==> src/rtl/control_sequencer.sv <==
// control_sequencer
// Hardwired control unit for the single-bus datapath. A small state machine
// (RESET / RUN / HALT) plus a 4-bit step counter walks through fetch (T0-T3)
// and the per-opcode execute steps (T4-T9). Every strobe is a combinational
// decode of state, step and the opcode in IR[31:27].
//
// Ports:
//   Clock          system clock, rising edge
//   Clear          synchronous active-low reset
//   IR             instruction register (opcode = IR[31:27])
//   CON            branch condition (unused; the datapath gates PC_enable)
//   Stop           halt request, honoured only at T0
//   Run            high while in RUN
//   *out / Rout    bus-drive strobes
//   *in / *_enable register-load strobes
//   Gra/Grb/Grc    register-field select
//   IncPC, Read, ram_enable, CONTROL   ALU increment, memory read/write, ALU op
module control_sequencer (
    input  logic        Clock,
    input  logic        Clear,
    input  logic [31:0] IR,
    input  logic        CON,
    input  logic        Stop,
    output logic        Run,
    output logic        PCOut,
    output logic        MDRout,
    output logic        Zhighout,
    output logic        Zlowout,
    output logic        highout,
    output logic        lowout,
    output logic        inPortOut,
    output logic        Cout,
    output logic        BAout,
    output logic        Rout,
    output logic        PCin,
    output logic        MARin,
    output logic        MDRin,
    output logic        IRin,
    output logic        Yin,
    output logic        Zhighin,
    output logic        Zlowin,
    output logic        highin,
    output logic        lowin,
    output logic        Rin,
    output logic        R15_enable,
    output logic        PC_enable,
    output logic        con_in,
    output logic        outPortIn,
    output logic        Gra,
    output logic        Grb,
    output logic        Grc,
    output logic        IncPC,
    output logic        Read,
    output logic        ram_enable,
    output logic [3:0]  CONTROL
);

    localparam logic [4:0] OpLd   = 5'b00000;
    localparam logic [4:0] OpLdi  = 5'b00001;
    localparam logic [4:0] OpSt   = 5'b00010;
    localparam logic [4:0] OpAdd  = 5'b00011;
    localparam logic [4:0] OpSub  = 5'b00100;
    localparam logic [4:0] OpShr  = 5'b00101;
    localparam logic [4:0] OpShra = 5'b00110;
    localparam logic [4:0] OpShl  = 5'b00111;
    localparam logic [4:0] OpRor  = 5'b01000;
    localparam logic [4:0] OpRol  = 5'b01001;
    localparam logic [4:0] OpAnd  = 5'b01010;
    localparam logic [4:0] OpOr   = 5'b01011;
    localparam logic [4:0] OpAddi = 5'b01100;
    localparam logic [4:0] OpAndi = 5'b01101;
    localparam logic [4:0] OpOri  = 5'b01110;
    localparam logic [4:0] OpMul  = 5'b01111;
    localparam logic [4:0] OpDiv  = 5'b10000;
    localparam logic [4:0] OpNeg  = 5'b10001;
    localparam logic [4:0] OpNot  = 5'b10010;
    localparam logic [4:0] OpBr   = 5'b10011;
    localparam logic [4:0] OpJr   = 5'b10100;
    localparam logic [4:0] OpJal  = 5'b10101;
    localparam logic [4:0] OpIn   = 5'b10110;
    localparam logic [4:0] OpOut  = 5'b10111;
    localparam logic [4:0] OpMfhi = 5'b11000;
    localparam logic [4:0] OpMflo = 5'b11001;
    localparam logic [4:0] OpHalt = 5'b11011;

    typedef enum logic [1:0] {StReset, StRun, StHalt} state_t;

    state_t     state_q, state_d;
    logic [3:0] step_q, step_d;
    logic [4:0] opcode;
    logic [3:0] last_step;
    logic [3:0] alu_op;
    logic       active;
    logic       unused_inputs;

    assign opcode        = IR[31:27];
    assign unused_inputs = ^{IR[26:0], CON};

    function automatic logic [3:0] alu_code(input logic [4:0] op);
        case (op)
            OpSub:         return 4'b0001;
            OpAnd, OpAndi: return 4'b0010;
            OpOr, OpOri:   return 4'b0011;
            OpShr:         return 4'b0100;
            OpShra:        return 4'b0101;
            OpShl:         return 4'b0110;
            OpRor:         return 4'b0111;
            OpRol:         return 4'b1000;
            OpMul:         return 4'b1001;
            OpDiv:         return 4'b1010;
            OpNeg:         return 4'b1011;
            OpNot:         return 4'b1100;
            default:       return 4'b0000;
        endcase
    endfunction

    assign alu_op = alu_code(opcode);

    // Final step of each sequence; nop and undefined opcodes end after fetch.
    // The T3 exit decision reads IR during T3, so the top level must present
    // the fetched opcode on IR by then.
    always_comb begin
        last_step = 4'd3;
        case (opcode)
            OpAdd, OpSub, OpShr, OpShra, OpShl, OpRor, OpRol, OpAnd, OpOr,
            OpAddi, OpAndi, OpOri:          last_step = 4'd6;
            OpNeg, OpNot:                   last_step = 4'd5;
            OpLd:                           last_step = 4'd9;
            OpLdi:                          last_step = 4'd6;
            OpSt:                           last_step = 4'd8;
            OpMul, OpDiv, OpBr:             last_step = 4'd7;
            OpJal:                          last_step = 4'd5;
            OpJr, OpMfhi, OpMflo, OpIn, OpOut: last_step = 4'd4;
            default:                        last_step = 4'd3;
        endcase
    end

    // State register
    always_ff @(posedge Clock) begin
        if (!Clear) begin
            state_q <= StReset;
            step_q  <= 4'd0;
        end else begin
            state_q <= state_d;
            step_q  <= step_d;
        end
    end

    // Next-state logic
    always_comb begin
        state_d = state_q;
        step_d  = step_q;
        case (state_q)
            StReset: begin
                state_d = StRun;
                step_d  = 4'd0;
            end
            StRun: begin
                if ((step_q == 4'd0 && Stop) || (step_q == 4'd3 && opcode == OpHalt)) begin
                    state_d = StHalt;
                    step_d  = 4'd0;
                end else if (step_q >= last_step) begin
                    step_d = 4'd0;
                end else begin
                    step_d = step_q + 4'd1;
                end
            end
            StHalt: begin
                state_d = StHalt;
            end
            default: begin
                state_d = StReset;
                step_d  = 4'd0;
            end
        endcase
    end

    // A Stop at T0 suppresses that step's strobes.
    assign active = (state_q == StRun) && !(step_q == 4'd0 && Stop);

    // Output decode
    always_comb begin
        Run        = (state_q == StRun);
        PCOut      = 1'b0;
        MDRout     = 1'b0;
        Zhighout   = 1'b0;
        Zlowout    = 1'b0;
        highout    = 1'b0;
        lowout     = 1'b0;
        inPortOut  = 1'b0;
        Cout       = 1'b0;
        BAout      = 1'b0;
        Rout       = 1'b0;
        PCin       = 1'b0;
        MARin      = 1'b0;
        MDRin      = 1'b0;
        IRin       = 1'b0;
        Yin        = 1'b0;
        Zhighin    = 1'b0;
        Zlowin     = 1'b0;
        highin     = 1'b0;
        lowin      = 1'b0;
        Rin        = 1'b0;
        R15_enable = 1'b0;
        PC_enable  = 1'b0;
        con_in     = 1'b0;
        outPortIn  = 1'b0;
        Gra        = 1'b0;
        Grb        = 1'b0;
        Grc        = 1'b0;
        IncPC      = 1'b0;
        Read       = 1'b0;
        ram_enable = 1'b0;
        CONTROL    = 4'b0000;
        if (active) begin
            case (step_q)
                4'd0: begin PCOut = 1'b1; MARin = 1'b1; IncPC = 1'b1; Zlowin = 1'b1; end
                4'd1: begin Zlowout = 1'b1; PCin = 1'b1; end
                4'd2: begin Read = 1'b1; MDRin = 1'b1; end
                4'd3: begin MDRout = 1'b1; IRin = 1'b1; end
                default: begin
                    case (opcode)
                        OpAdd, OpSub, OpShr, OpShra, OpShl, OpRor, OpRol, OpAnd, OpOr,
                        OpAddi, OpAndi, OpOri: begin
                            case (step_q)
                                4'd4: begin Grb = 1'b1; Rout = 1'b1; Yin = 1'b1; end
                                4'd5: begin
                                    // Immediates take the C field instead of Rc.
                                    if (opcode == OpAddi || opcode == OpAndi || opcode == OpOri) begin
                                        Cout = 1'b1;
                                    end else begin
                                        Grc  = 1'b1;
                                        Rout = 1'b1;
                                    end
                                    CONTROL = alu_op;
                                    Zlowin  = 1'b1;
                                end
                                4'd6: begin Zlowout = 1'b1; Gra = 1'b1; Rin = 1'b1; end
                                default: ;
                            endcase
                        end
                        OpNeg, OpNot: begin
                            case (step_q)
                                4'd4: begin
                                    Grb = 1'b1; Rout = 1'b1; CONTROL = alu_op; Zlowin = 1'b1;
                                end
                                4'd5: begin Zlowout = 1'b1; Gra = 1'b1; Rin = 1'b1; end
                                default: ;
                            endcase
                        end
                        OpLd, OpLdi, OpSt: begin
                            case (step_q)
                                4'd4: begin Grb = 1'b1; BAout = 1'b1; Yin = 1'b1; end
                                4'd5: begin Cout = 1'b1; Zlowin = 1'b1; end
                                4'd6: begin
                                    Zlowout = 1'b1;
                                    if (opcode == OpLdi) begin
                                        Gra = 1'b1;
                                        Rin = 1'b1;
                                    end else begin
                                        MARin = 1'b1;
                                    end
                                end
                                4'd7: begin
                                    // ld waits here for the registered RAM address.
                                    if (opcode == OpSt) begin
                                        Gra = 1'b1; Rout = 1'b1; MDRin = 1'b1;
                                    end
                                end
                                4'd8: begin
                                    if (opcode == OpLd) begin
                                        Read = 1'b1; MDRin = 1'b1;
                                    end else if (opcode == OpSt) begin
                                        ram_enable = 1'b1;
                                    end
                                end
                                4'd9: begin
                                    if (opcode == OpLd) begin
                                        MDRout = 1'b1; Gra = 1'b1; Rin = 1'b1;
                                    end
                                end
                                default: ;
                            endcase
                        end
                        OpMul, OpDiv: begin
                            case (step_q)
                                4'd4: begin Gra = 1'b1; Rout = 1'b1; Yin = 1'b1; end
                                4'd5: begin
                                    Grb = 1'b1; Rout = 1'b1; CONTROL = alu_op;
                                    Zlowin = 1'b1; Zhighin = 1'b1;
                                end
                                4'd6: begin Zlowout = 1'b1; lowin = 1'b1; end
                                4'd7: begin Zhighout = 1'b1; highin = 1'b1; end
                                default: ;
                            endcase
                        end
                        OpBr: begin
                            case (step_q)
                                4'd4: begin Gra = 1'b1; Rout = 1'b1; con_in = 1'b1; end
                                4'd5: begin PCOut = 1'b1; Yin = 1'b1; end
                                4'd6: begin Cout = 1'b1; Zlowin = 1'b1; end
                                4'd7: begin Zlowout = 1'b1; PC_enable = 1'b1; end
                                default: ;
                            endcase
                        end
                        OpJr: begin
                            if (step_q == 4'd4) begin Gra = 1'b1; Rout = 1'b1; PCin = 1'b1; end
                        end
                        OpJal: begin
                            case (step_q)
                                4'd4: begin PCOut = 1'b1; R15_enable = 1'b1; end
                                4'd5: begin Gra = 1'b1; Rout = 1'b1; PCin = 1'b1; end
                                default: ;
                            endcase
                        end
                        OpMfhi: begin
                            if (step_q == 4'd4) begin highout = 1'b1; Gra = 1'b1; Rin = 1'b1; end
                        end
                        OpMflo: begin
                            if (step_q == 4'd4) begin lowout = 1'b1; Gra = 1'b1; Rin = 1'b1; end
                        end
                        OpIn: begin
                            if (step_q == 4'd4) begin inPortOut = 1'b1; Gra = 1'b1; Rin = 1'b1; end
                        end
                        OpOut: begin
                            if (step_q == 4'd4) begin Gra = 1'b1; Rout = 1'b1; outPortIn = 1'b1; end
                        end
                        default: ;
                    endcase
                end
            endcase
        end
    end

endmodule

==> config.mk <==
export PLATFORM = sky130hd
export DESIGN_NAME = control_sequencer
export DESIGN_NICKNAME = d
export VERILOG_FILES = /design/src/rtl/control_sequencer.sv
export SDC_FILE = /design/constraint.sdc
export NUM_CORES = 1
export LEC_CHECK = 0
export ABC_AREA = 1
export BUFFER_PORTS_ARGS = -buffer_cell sky130_fd_sc_hd__buf_2
export CAP_MARGIN = 0
export CORE_UTILIZATION = 40
export CTS_CLUSTER_DIAMETER = 30
export DETAILED_ROUTE_END_ITERATION = 10
export GPL_TIMING_DRIVEN = 0
export PLACE_DENSITY = 0.65
export SKIP_LAST_GASP = 1
export SYNTH_ARGS = -nofsm -noshare
export SYNTH_HDL_FRONTEND = slang
export SYNTH_SLANG_ARGS = --single-unit
export TNS_END_PERCENT = 20
==> constraint.sdc <==
create_clock -name Clock -period 2.1 [get_ports Clock]
set_input_delay 0.42 -clock Clock [delete_from_list [all_inputs] [get_ports Clock]]
set_output_delay 0.42 -clock Clock [all_outputs]
set_load 0.02 [all_outputs]
### Word level (Yosys, flattened, before mapping)

Memories as Yosys holds them, arrays and structs flattened.
Index checks and enable logic that the tools add are counted.

* register bits after elaboration: 6
* bits in read-only memories: 256
* bits of input ports: 36
* word-level logic and storage cells: 189
* memories kept: 2

Memory list
* (name not given): words 32, width 4, read ports 1, clocked after memory_dff 0, write ports 0, line 124 `case (opcode)`
* (name not given): words 32, width 4, read ports 1, clocked after memory_dff 0, write ports 0, line 100 `case (op)`

* add/sub/neg operators: 1
* $lt $le $gt $ge: 1
* eq/ne operators: 38
* multiplexer cells: 118
* reductions and logical operators: 27

Operators with widths (count)
* $mux W1: 86
* $eq A5 B5 Y1 const B: 11
* $eq A5 B4 Y1 const B: 8
* $reduce_or A17 Y1: 2
* $pmux W1 S2: 15
* $mux W4: 6
* $reduce_or A3 Y1: 7
* $eq A5 B3 Y1 const B: 4
* $eq A4 B3 Y1 const B: 4
* $pmux W4 S2: 2
* $reduce_or A14 Y1: 1
* $pmux W1 S3: 4
* $reduce_or A12 Y1: 1
* $eq A5 B2 Y1 const B: 2
* $eq A4 B2 Y1 const B: 2
* $eq A4 B4 Y1 const B: 2
* $pmux W1 S4: 2
* $reduce_or A8 Y1: 1
* $pmux W2 S3: 1
* $reduce_or A2 Y1: 3
* $eq A5 B1 Y1 const B: 1
* $logic_not A5 Y1: 1
* $pmux W1 S5: 1
* $reduce_or A5 Y1: 1
* 13 further kinds: 17

### Depth between registers and ports, before layout

Gate-level depths: netlist of run 1.

* word-level depth: 8
* gate-level depth with buffers: 15
* depth with buffers taken out: 14

### Least setup slack after synthesis of run 1

No wires, ideal clock.

* kind: input to output
* from: in IR[28]
* to: out highin
* arrival: 2153 ps
* slack: -473 ps
* cell stages on the path: 8
* cell sequence: inv_1 > ha_1 > buf_2 > nand2_1 > nand2_1 > nand2_4 > nor4_1 > buf_4

* cells in the longest elaborated chain, start to end: 5
* elaborated cells between the ends (all ways): 6
* those cells by class: 2 x eq/ne; 3 x mux; 1 x reduce/logical

RTL lines
* start, declared: line 21 `input logic [31:0] IR,`
* $eq A5 B4 Y1 / $eq A5 B5 Y1 (equally long branches)
* $reduce_or A2 Y1 (*)
* $mux W1 (*) (3 in series)
* end, declared: line 42 `output logic highin,`

Mark *: on every way between the ends. The rest lies on a longest branch, timed or not.

### Final worst setup path of run 1

* from: reg step_q[1]
* to: out ram_enable

* cells in the longest elaborated chain, start to end: 5
* elaborated cells between the ends (all ways): 13
* those cells by class: 4 x eq/ne; 4 x mux; 5 x reduce/logical

RTL lines
* start, declared: line 89 `logic [3:0] step_q, step_d;`
* start signal, assigned: line 145 `step_q <= step_d;`
* $eq A4 B4 Y1 / $logic_not A4 Y1 (equally long branches): line 252, 179, 216
* $mux W1 / $logic_and A1 B1 Y1 (equally long branches): line 252, 179
* $mux W1 / $logic_not A1 Y1 (equally long branches): line 222, 179
* $mux W1 / $logic_and A1 B1 Y1 (equally long branches): line 216, 179
* $mux W1 (*): line 215 `if (active) begin`
* end, declared: line 54 `output logic ram_enable,`

Marks and branches as above.

==> out/metrics.cfg, run 1 <==
[synth]
synthTopCellsByArea=nand2_1, ha_1, nand3_1
synth_top_area_share_pct=13.5
async_flop_share_pct=0
synth_cells=290
syn_nets=344
synth_largest_area_cell=nand2_1
ys_ff_latch=6
yosysSeqAreaShare_pct=7.10
netlist_top_cells_count=nand2_1, nand3_1, inv_1
ys_warn_count=0
syn_avg_cell_area_um2=5.83
netlist_area_um2=1690
synth_cell_types=36
synthMostInstantiatedCell=nand2_1
ys_dominant_reg_cell=dfxtp_1
synth_edf_count=0

[pwr]
seqPwrFrac_pct=12.5
p_leak_uw=0.00130
power.density_nw_per_um2=605
p_sw_uw=789
vdd_drop_max_mv=0.534
p_sw_share_pct=50.8
pwr-share-clk_pct=11.2
p_comb_share_pct=76.3
power.internal_uw=765

[cts]
cts_tree=built
cts_made_buffers=3
clock_latency_ps=220
root_buffer=clkbuf_8
clockBufferDepth=2
clkTransAtPathRegs_ps=40
cts_hold_buf=0
h-tree-depth=1
cts_num_sinks=6

[drt]
first_pass_iters=4
vias=2116
wl_per_cell_um=13.0
drt_iter0_drc=103
wl_um=5330
drc=0
ant_nets=0
vias_per_cell=5.16

[finish]
final_core_util_pct=63.7
num-fill-cells=388
multi_input_area_um2=1560
n_antenna_cell=0
seq_area_um2=130
layout.nets=416
areaGrowthSynthToFinish_pct=51.7
fin_cells=410
drive_gt1_share_pct=46.9

[die]
core_um2=4030
start_util_pct=42.0
ios=71
die_h_um=67.0
die_w_um=67.0
rows=23
dieArea_um2=4490

[timing]
fin_ws_ps=-115
period_share_pct=105
hold_slack_ps=477
min_period_ps=2220
worstMarginPinSlew_ps=270
finalHoldViolations=0
skew_ps=1.48
maxSlewViolCount=0
slew_headroom_pct=81.8
totalNegativeSetupSlack_ps=-1270
setup_violations=23
grt_setup_unrepaired=true
fmax_ghz=0.451

[outcome]
violations=setup timing
status=finished with violations

[worst_setup_path]
worstPathRequired_ps=1680
cp_max_fo=6
critPathCaptureType=output pin
worstSetupStartpointType=register
critical_path_arrival_ps=1800
crit_type=reg2out

[placed_design]
io_buffers=42
place_inst=382
dp_slack_ps=-505
post-dp-hpwl_um=3890
gp_congestion=0.881

[global_routing]
grt_pass1_vias=1939
grt_max_degree=11
antenna_found_initial=0
gr-total-overflow=0
grt_pass1_wl_um=8490
grtUsageTotal_pct=24.2

[min_path]
hp-class=in2reg

[run]
drv_cap=0

==> layer usage <==
layer,up-vias,track usage [%],share of wire [%]
li1,1100,-,-
met1,949,30.8,43
met2,59,43.3,51
met3,8,0.856,3.5
met4,0,7.45,1.7
met5,-,0,0
==> what timing repair did <==
| item | CTS | global route |
|---|---|---|
| buffers inserted | 24 | 3 |
| setup endpoints to repair | 34 | 34 |
| pin swaps | 22 | 11 |
| resized for setup | 77 | 22 |
| hold endpoints to repair | 0 | 0 |
==> power by group through the flow <==
stage / Clock (uW) / Sequential [uW] / Combinational (uW)
CTS: 176 / 190 / 1140
finish: 174 / 195 / 1190
detailed placement: 0 / 182 / 870
global route: 184 / 198 / 1300
global placement: 0 / 182 / 864
floorplan: 0 / 176 / 669
==> worst max-delay path: stages, from the launching register on <==
cell,delay (ps)
dfxtp_4,390
inv_4,50
ha_4,160
inv_4,60
nor2_4,40
nor2_2,110
nand3_2,130
inv_2,100
nand2_4,90
nor3_1,230
buf_2,210
==> sequential cells by signal (all words and copies together) (netlist names) <==
name and count:
step_q 4, state_q 2
==> per-stage QoR <==
step,power (uW),instance area [um2]
finish,1550,2570
CTS,1500,2460
detailed placement,1050,1980
global placement,1050,1980
floorplan,845,1710
global route,1680,2570
==> layout by cell type (no fill, tap or decap), types with 14 or more instances in the layout <==
cell / Yosys / routed
a21oi_1: 20 / 18
nand2_2: 7 / 15
inv_1: 28 / 20
nand3_1: 31 / 27
inv_2: 12 / 14
o21ai_0: 14 / 14
buf_4: 2 / 30
nand2_1: 61 / 52
nor2_1: 25 / 22
buf_2: 7 / 31
==> cell families (layout without fill, tap and decap cells) <==
kind of cell	after synthesis	after routing	synth area share, %
DFF	6	6	7.10
xor gates and xnor gates	1	1	0.518
and+or+nand+nor	162	162	47.5
buffers and inverters	51	121	12.9
AOI/OAI and AO/OA	52	52	18.7
adders and majority gates	18	18	13.3
==> area by class of cell <==
| type | count | area share (%) |
|---|---|---|
| Timing Repair Buffer | 69 | 20.5 |
| Tap cell | 50 | 2.44 |
| Inverter | 41 | 7.26 |
| Clock buffer | 3 | 1.61 |
| Buffer | 8 | 2.34 |
| Multi-Input combinational cell | 233 | 60.8 |
| Sequential cell | 6 | 5.07 |
==> path summary, 6_finish.rpt <==
kind	start	endpoint	cells past startpoint	slack [ps]
worst max-delay path	step_q[1]	ram_enable	10	-120
worst min-delay path	Clear	step_q[3]	3	480
worst max register to register	step_q[1]	step_q[1]	11	430
worst min register to register	state_q[0]	state_q[0]	2	510
Note: power is estimated with default switching activity, not from simulation.
==> inputs of run 2 (changes only) <==
--- a/config.mk
+++ b/config.mk
@@ -11,8 +11,9 @@
 export CORE_UTILIZATION = 40
 export CTS_CLUSTER_DIAMETER = 30
 export DETAILED_ROUTE_END_ITERATION = 10
+export GPL_ROUTABILITY_DRIVEN = 0
 export GPL_TIMING_DRIVEN = 0
-export PLACE_DENSITY = 0.65
+export PLACE_DENSITY_LB_ADDON = 0.3
 export SKIP_LAST_GASP = 1
 export SYNTH_ARGS = -nofsm -noshare
 export SYNTH_HDL_FRONTEND = slang
==> out/metrics.cfg, run 2 (synthesis results as in run 1) <==
[finish]
areaGrowthSynthToFinish_pct=47.5
final_common_cell=nand2_1
fin_area_um2=2490
final_cell_mix=nand2_1, buf_4, buf_2
final_core_util_pct=61.9
largest_register_ffs=4
reg.largest.list=step_q x4, state_q x2
largest-register=step_q
n_antenna_cell=0
drive_gt1_share_pct=44.9
layout.nets=419

[worst_setup_path]
worstSetupStartpointType=register
crit_type=reg2out
worstPathRequired_ps=1680
cp_max_fo=5
r2r_setup_slack_ps=430
critical_path_arrival_ps=1760
critPathCaptureType=output pin

[timing]
worstMarginPinSlew_ps=352
hold_slack_ps=489
setup_violations=21
skew_ps=3.72
maxSlewViolCount=0
fin_ws_ps=-81.3
finalHoldViolations=0
grt_setup_unrepaired=true
period_share_pct=104
slew_headroom_pct=76.4
fmax_ghz=0.458
min_period_ps=2180

[drt]
drc=0
wl_per_cell_um=13.2
wl_um=5460
drt_iter0_drc=178
vias=2210
vias_per_cell=5.35
first_pass_iters=5
ant_nets=0

[outcome]
violations=setup timing
status=finished with violations

[global_routing]
gr-total-overflow=0
grt_pass1_vias=1969
grtUsageTotal_pct=25.6
grt_max_degree=11
grt_pass1_wl_um=8910
antenna_found_initial=0

[pwr]
power.internal_uw=729
p_comb_share_pct=76.1
p_leak_uw=0.00130
p_sw_uw=777
pwr-share-clk_pct=11.3
power.density_nw_per_um2=604
seqPwrFrac_pct=12.6
totalPowerFinal_uw=1510
p_sw_share_pct=51.6
vdd_drop_max_mv=0.519

[die]
ios=71
die_w_um=67.0
start_util_pct=42.0
rows=23
core_um2=4030
dieArea_um2=4490
die_h_um=67.0

[cts]
clock_latency_ps=220
cts_num_sinks=6
clockBufferDepth=2
cts_made_buffers=3
h-tree-depth=1
cts_hold_buf=0
root_buffer=clkbuf_8
cts_tree=built
clkTransAtPathRegs_ps=30

[placed_design]
placed_area_um2=1980
io_buffers=42
post-dp-hpwl_um=3840

[min_path]
hp-class=in2reg

[run]
drv_cap=0

-- run 2: cell types whose count changed in the layout (fill, tap and decap cells not counted), moves of 2 or more --
| cell | delta |
|---|---|
| buf_4 | +10 |
| buf_6 | -3 |
| inv_1 | +2 |
| inv_2 | -2 |
| nand2_1 | +4 |
| nand2_2 | -4 |
| nor2_1 | +2 |
| nor2_2 | +6 |
| nor2_4 | -8 |
-- run 2: final cells by class --
class | count | area (um2)
fillers | 388 | 1530
multi-input cells | 233 | 1500
repair buffers | 72 | 518
inverters | 41 | 181
flip-flops and latches | 6 | 129
plain buffers | 8 | 62.6
well taps | 50 | 62.6
clock buffers | 3 | 41.3
-- run 2: routing by layer --
| layer | vias up | track usage, % | routed length, um |
|---|---|---|---|
| li1 | 1101 | - | - |
| met1 | 1003 | 31.6 | 2310 |
| met2 | 94 | 45.0 | 2770 |
| met3 | 12 | 2.57 | 286 |
| met4 | 0 | 9.31 | 87 |
| met5 | - | 0 | 0 |
-- run 2: repair_timing --
item,CTS,global route
endpoints found under the setup margin,35,36
setup buffers,28,2
pin swaps,18,9
resized for setup,71,9
-- run 2: through the flow --
step                      cells  worst slack [ps]  setup TNS, ps
after global placement      382              -452          -7440
final                       413             -81.3           -910
after CTS                   411             -71.4           -689
after detailed placement    382              -487          -7840
after global routing        413              -192          -4080
after floorplan             290             -34.8           -159
-- run 2: critical path: stages, from the launching register on --
cell	delay, ps
dfxtp_4	360
buf_4	120
ha_2	210
nand3_2	110
inv_2	120
nand2_1	110
and3_1	190
nand2_1	50
nor2_1	40
nor2_1	80
buf_4	140
-- run 2: final timing paths --
path	startpoint	end	cells after the start
setup / recovery	step_q[0]	Gra	10
hold / removal	Clear	step_q[0]	3
setup reg to reg	step_q[1]	step_q[2]	9
hold reg to reg	state_q[0]	state_q[0]	2
-- run 2: power by group through the flow --
stage	logic [uW]	registers (uW)	clock network (uW)
after floorplan	669	176	0
after global placement	858	181	0
after detailed placement	869	182	0
after CTS	1110	186	175
after global routing	1260	196	185
final	1150	190	170
==> inputs of run 3 (changes only) <==
--- a/config.mk
+++ b/config.mk
@@ -8,7 +8,7 @@
 export ABC_AREA = 1
 export BUFFER_PORTS_ARGS = -buffer_cell sky130_fd_sc_hd__buf_2
 export CAP_MARGIN = 0
-export CORE_UTILIZATION = 40
+export CORE_UTILIZATION = 49
 export CTS_CLUSTER_DIAMETER = 30
 export DETAILED_ROUTE_END_ITERATION = 10
 export GPL_ROUTABILITY_DRIVEN = 0
==> constraint.sdc (replaced) <==
create_clock -name Clock -period 2.1 [get_ports Clock]
set_input_delay 0.42 -clock Clock [delete_from_list [all_inputs] [get_ports Clock]]
set_output_delay 0.42 -clock Clock [all_outputs]
set_load 0.05 [all_outputs]
==> out/metrics.cfg, run 3 (synthesis results as in run 1) <==
[outcome]
status=finished with violations
violations=setup timing

[placed_design]
post-dp-hpwl_um=3840
io_buffers=42
dp_slack_ps=-545

[finish]
layout.nets=408
largest_register_ffs=4
final_common_cell=nand2_1
num-fill-cells=190
n_antenna_cell=0
reg.largest.list=step_q x4, state_q x2
seq_area_um2=130
multi_input_area_um2=1660
largest-register=step_q
areaGrowthSynthToFinish_pct=53.3
drive_gt1_share_pct=51.4
final_cell_mix=nand2_1, nand3_1, buf_2
final_core_util_pct=82.3

[die]
core_um2=3150
start_util_pct=53.7
die_w_um=60.8
ios=71
dieArea_um2=3690
rows=20
die_h_um=60.8

[worst_setup_path]
slowest_stage=ha_4
r2r-start=step_q[3]
crit_path_start=IR[28]
worstSetupStartpointType=input pin
cp_max_fo=7
crit_top_cell=nor2_2
r2r_setup_slack_ps=560
critPathCaptureType=output pin
worst_r2r_path_depth=6
critical_path_arrival_ps=2020
endpoint=Gra
path_cells=buf_12, clkinvlp_4, ha_4, inv_1, nor2_1, nand2_1, nand3_1, a21oi_2, nand2_2, nor2_2, nor2_2, buf_6
critPathMaxStageDelay_ps=240
timing.rr.end=step_q[2]
worstPathRequired_ps=1680
crit_type=in2out

[cts]
h-tree-depth=1
clockBufferDepth=2
cts_made_buffers=3
cts_hold_buf=0
clock_latency_ps=250
cts_num_sinks=6
cts_tree=built
root_buffer=clkbuf_4
clkTransAtPathRegs_ps=40

[timing]
worstMarginPinSlew_ps=405
min_period_ps=2440
fmax_ghz=0.409
period_share_pct=116
hold_slack_ps=463
skew_ps=4.72
setup_violations=34
maxSlewViolCount=0
slew_headroom_pct=72.8
fin_ws_ps=-345
finalHoldViolations=0
grt_setup_unrepaired=true

[drt]
ant_nets=0
drc=0
drt_iter0_drc=348
vias=2419
wl_per_cell_um=16.4
vias_per_cell=6.11
first_pass_iters=5
wl_um=6500

[pwr]
p_leak_uw=0.00128
vdd_drop_max_mv=0.568
power.density_nw_per_um2=667

[global_routing]
grt_pass1_wl_um=8400
antenna_found_initial=0
grtUsageTotal_pct=30.0
grt_max_degree=11
gr-total-overflow=0
grt_pass1_vias=1889

[run]
drv_cap=0

[min_path]
hp-class=in2reg

run 3: where the power goes:
group          total [uW]  leakage [uW]  internal [uW]  switching [uW]
clock                 108     0.0000138           64.8            43.5
sequential            197     0.0000516            154            43.7
combinational        1430       0.00122            484             941
run 3: critical path: cells and delay by family:
kind,cells,cell delay [ps]
buf+inv,4,520
simple gates,6,610
compound gates,1,230
fa+ha+maj,1,240
run 3: cell type report:
type                            instances  area share, %
Clock buffer                            3          0.868
Inverter                               41           6.75
Tap cell                               44           2.12
Timing Repair Buffer                   61           19.0
Sequential cell                         6           5.02
Buffer                                  8           2.46
Multi-Input combinational cell        233           63.8
run 3: metal layers:
| layer | part of all wire, % | vias to the layer above | wire (um) | GRT usage [%] |
|---|---|---|---|---|
| met4 | 4.3 | 0 | 280 | 9.74 |
| met5 | 0 | - | 0 | 0 |
| met3 | 9.2 | 40 | 596 | 2.56 |
| met1 | 36 | 1096 | 2350 | 37.9 |
| met2 | 50 | 202 | 3270 | 53.5 |
| li1 | - | 1081 | - | - |
run 3: worst min path at each step:
stage                          start         end  slack, ps  depth (start not counted)
after floorplan           state_q[1]  state_q[1]        480                          2
after global routing           Clear   step_q[2]        460                          3
after detailed placement   step_q[1]   step_q[1]        510                          2
after global placement     step_q[1]   step_q[1]        500                          2
final                          Clear   step_q[2]        460                          3
after CTS                      Clear   step_q[3]        450                          3
run 3: per-stage QoR:
step / setup TNS (ps) / instances / cell area [um2] / power (uW)
after floorplan: -2170 / 290 / 1790 / 1040
after global placement: -8550 / 376 / 2060 / 1230
after detailed placement: -9910 / 376 / 2060 / 1260
after CTS: -6490 / 389 / 2330 / 1470
after global routing: -9440 / 396 / 2590 / 1850
final: -6210 / 396 / 2590 / 1730
run 3: timing repair:
action | in CTS | in global routing
pin swaps | 7 | 13
cloned | 0 | 1
setup endpoints to repair | 38 | 38
resized for setup | 52 | 64
buffers inserted | 11 | 7
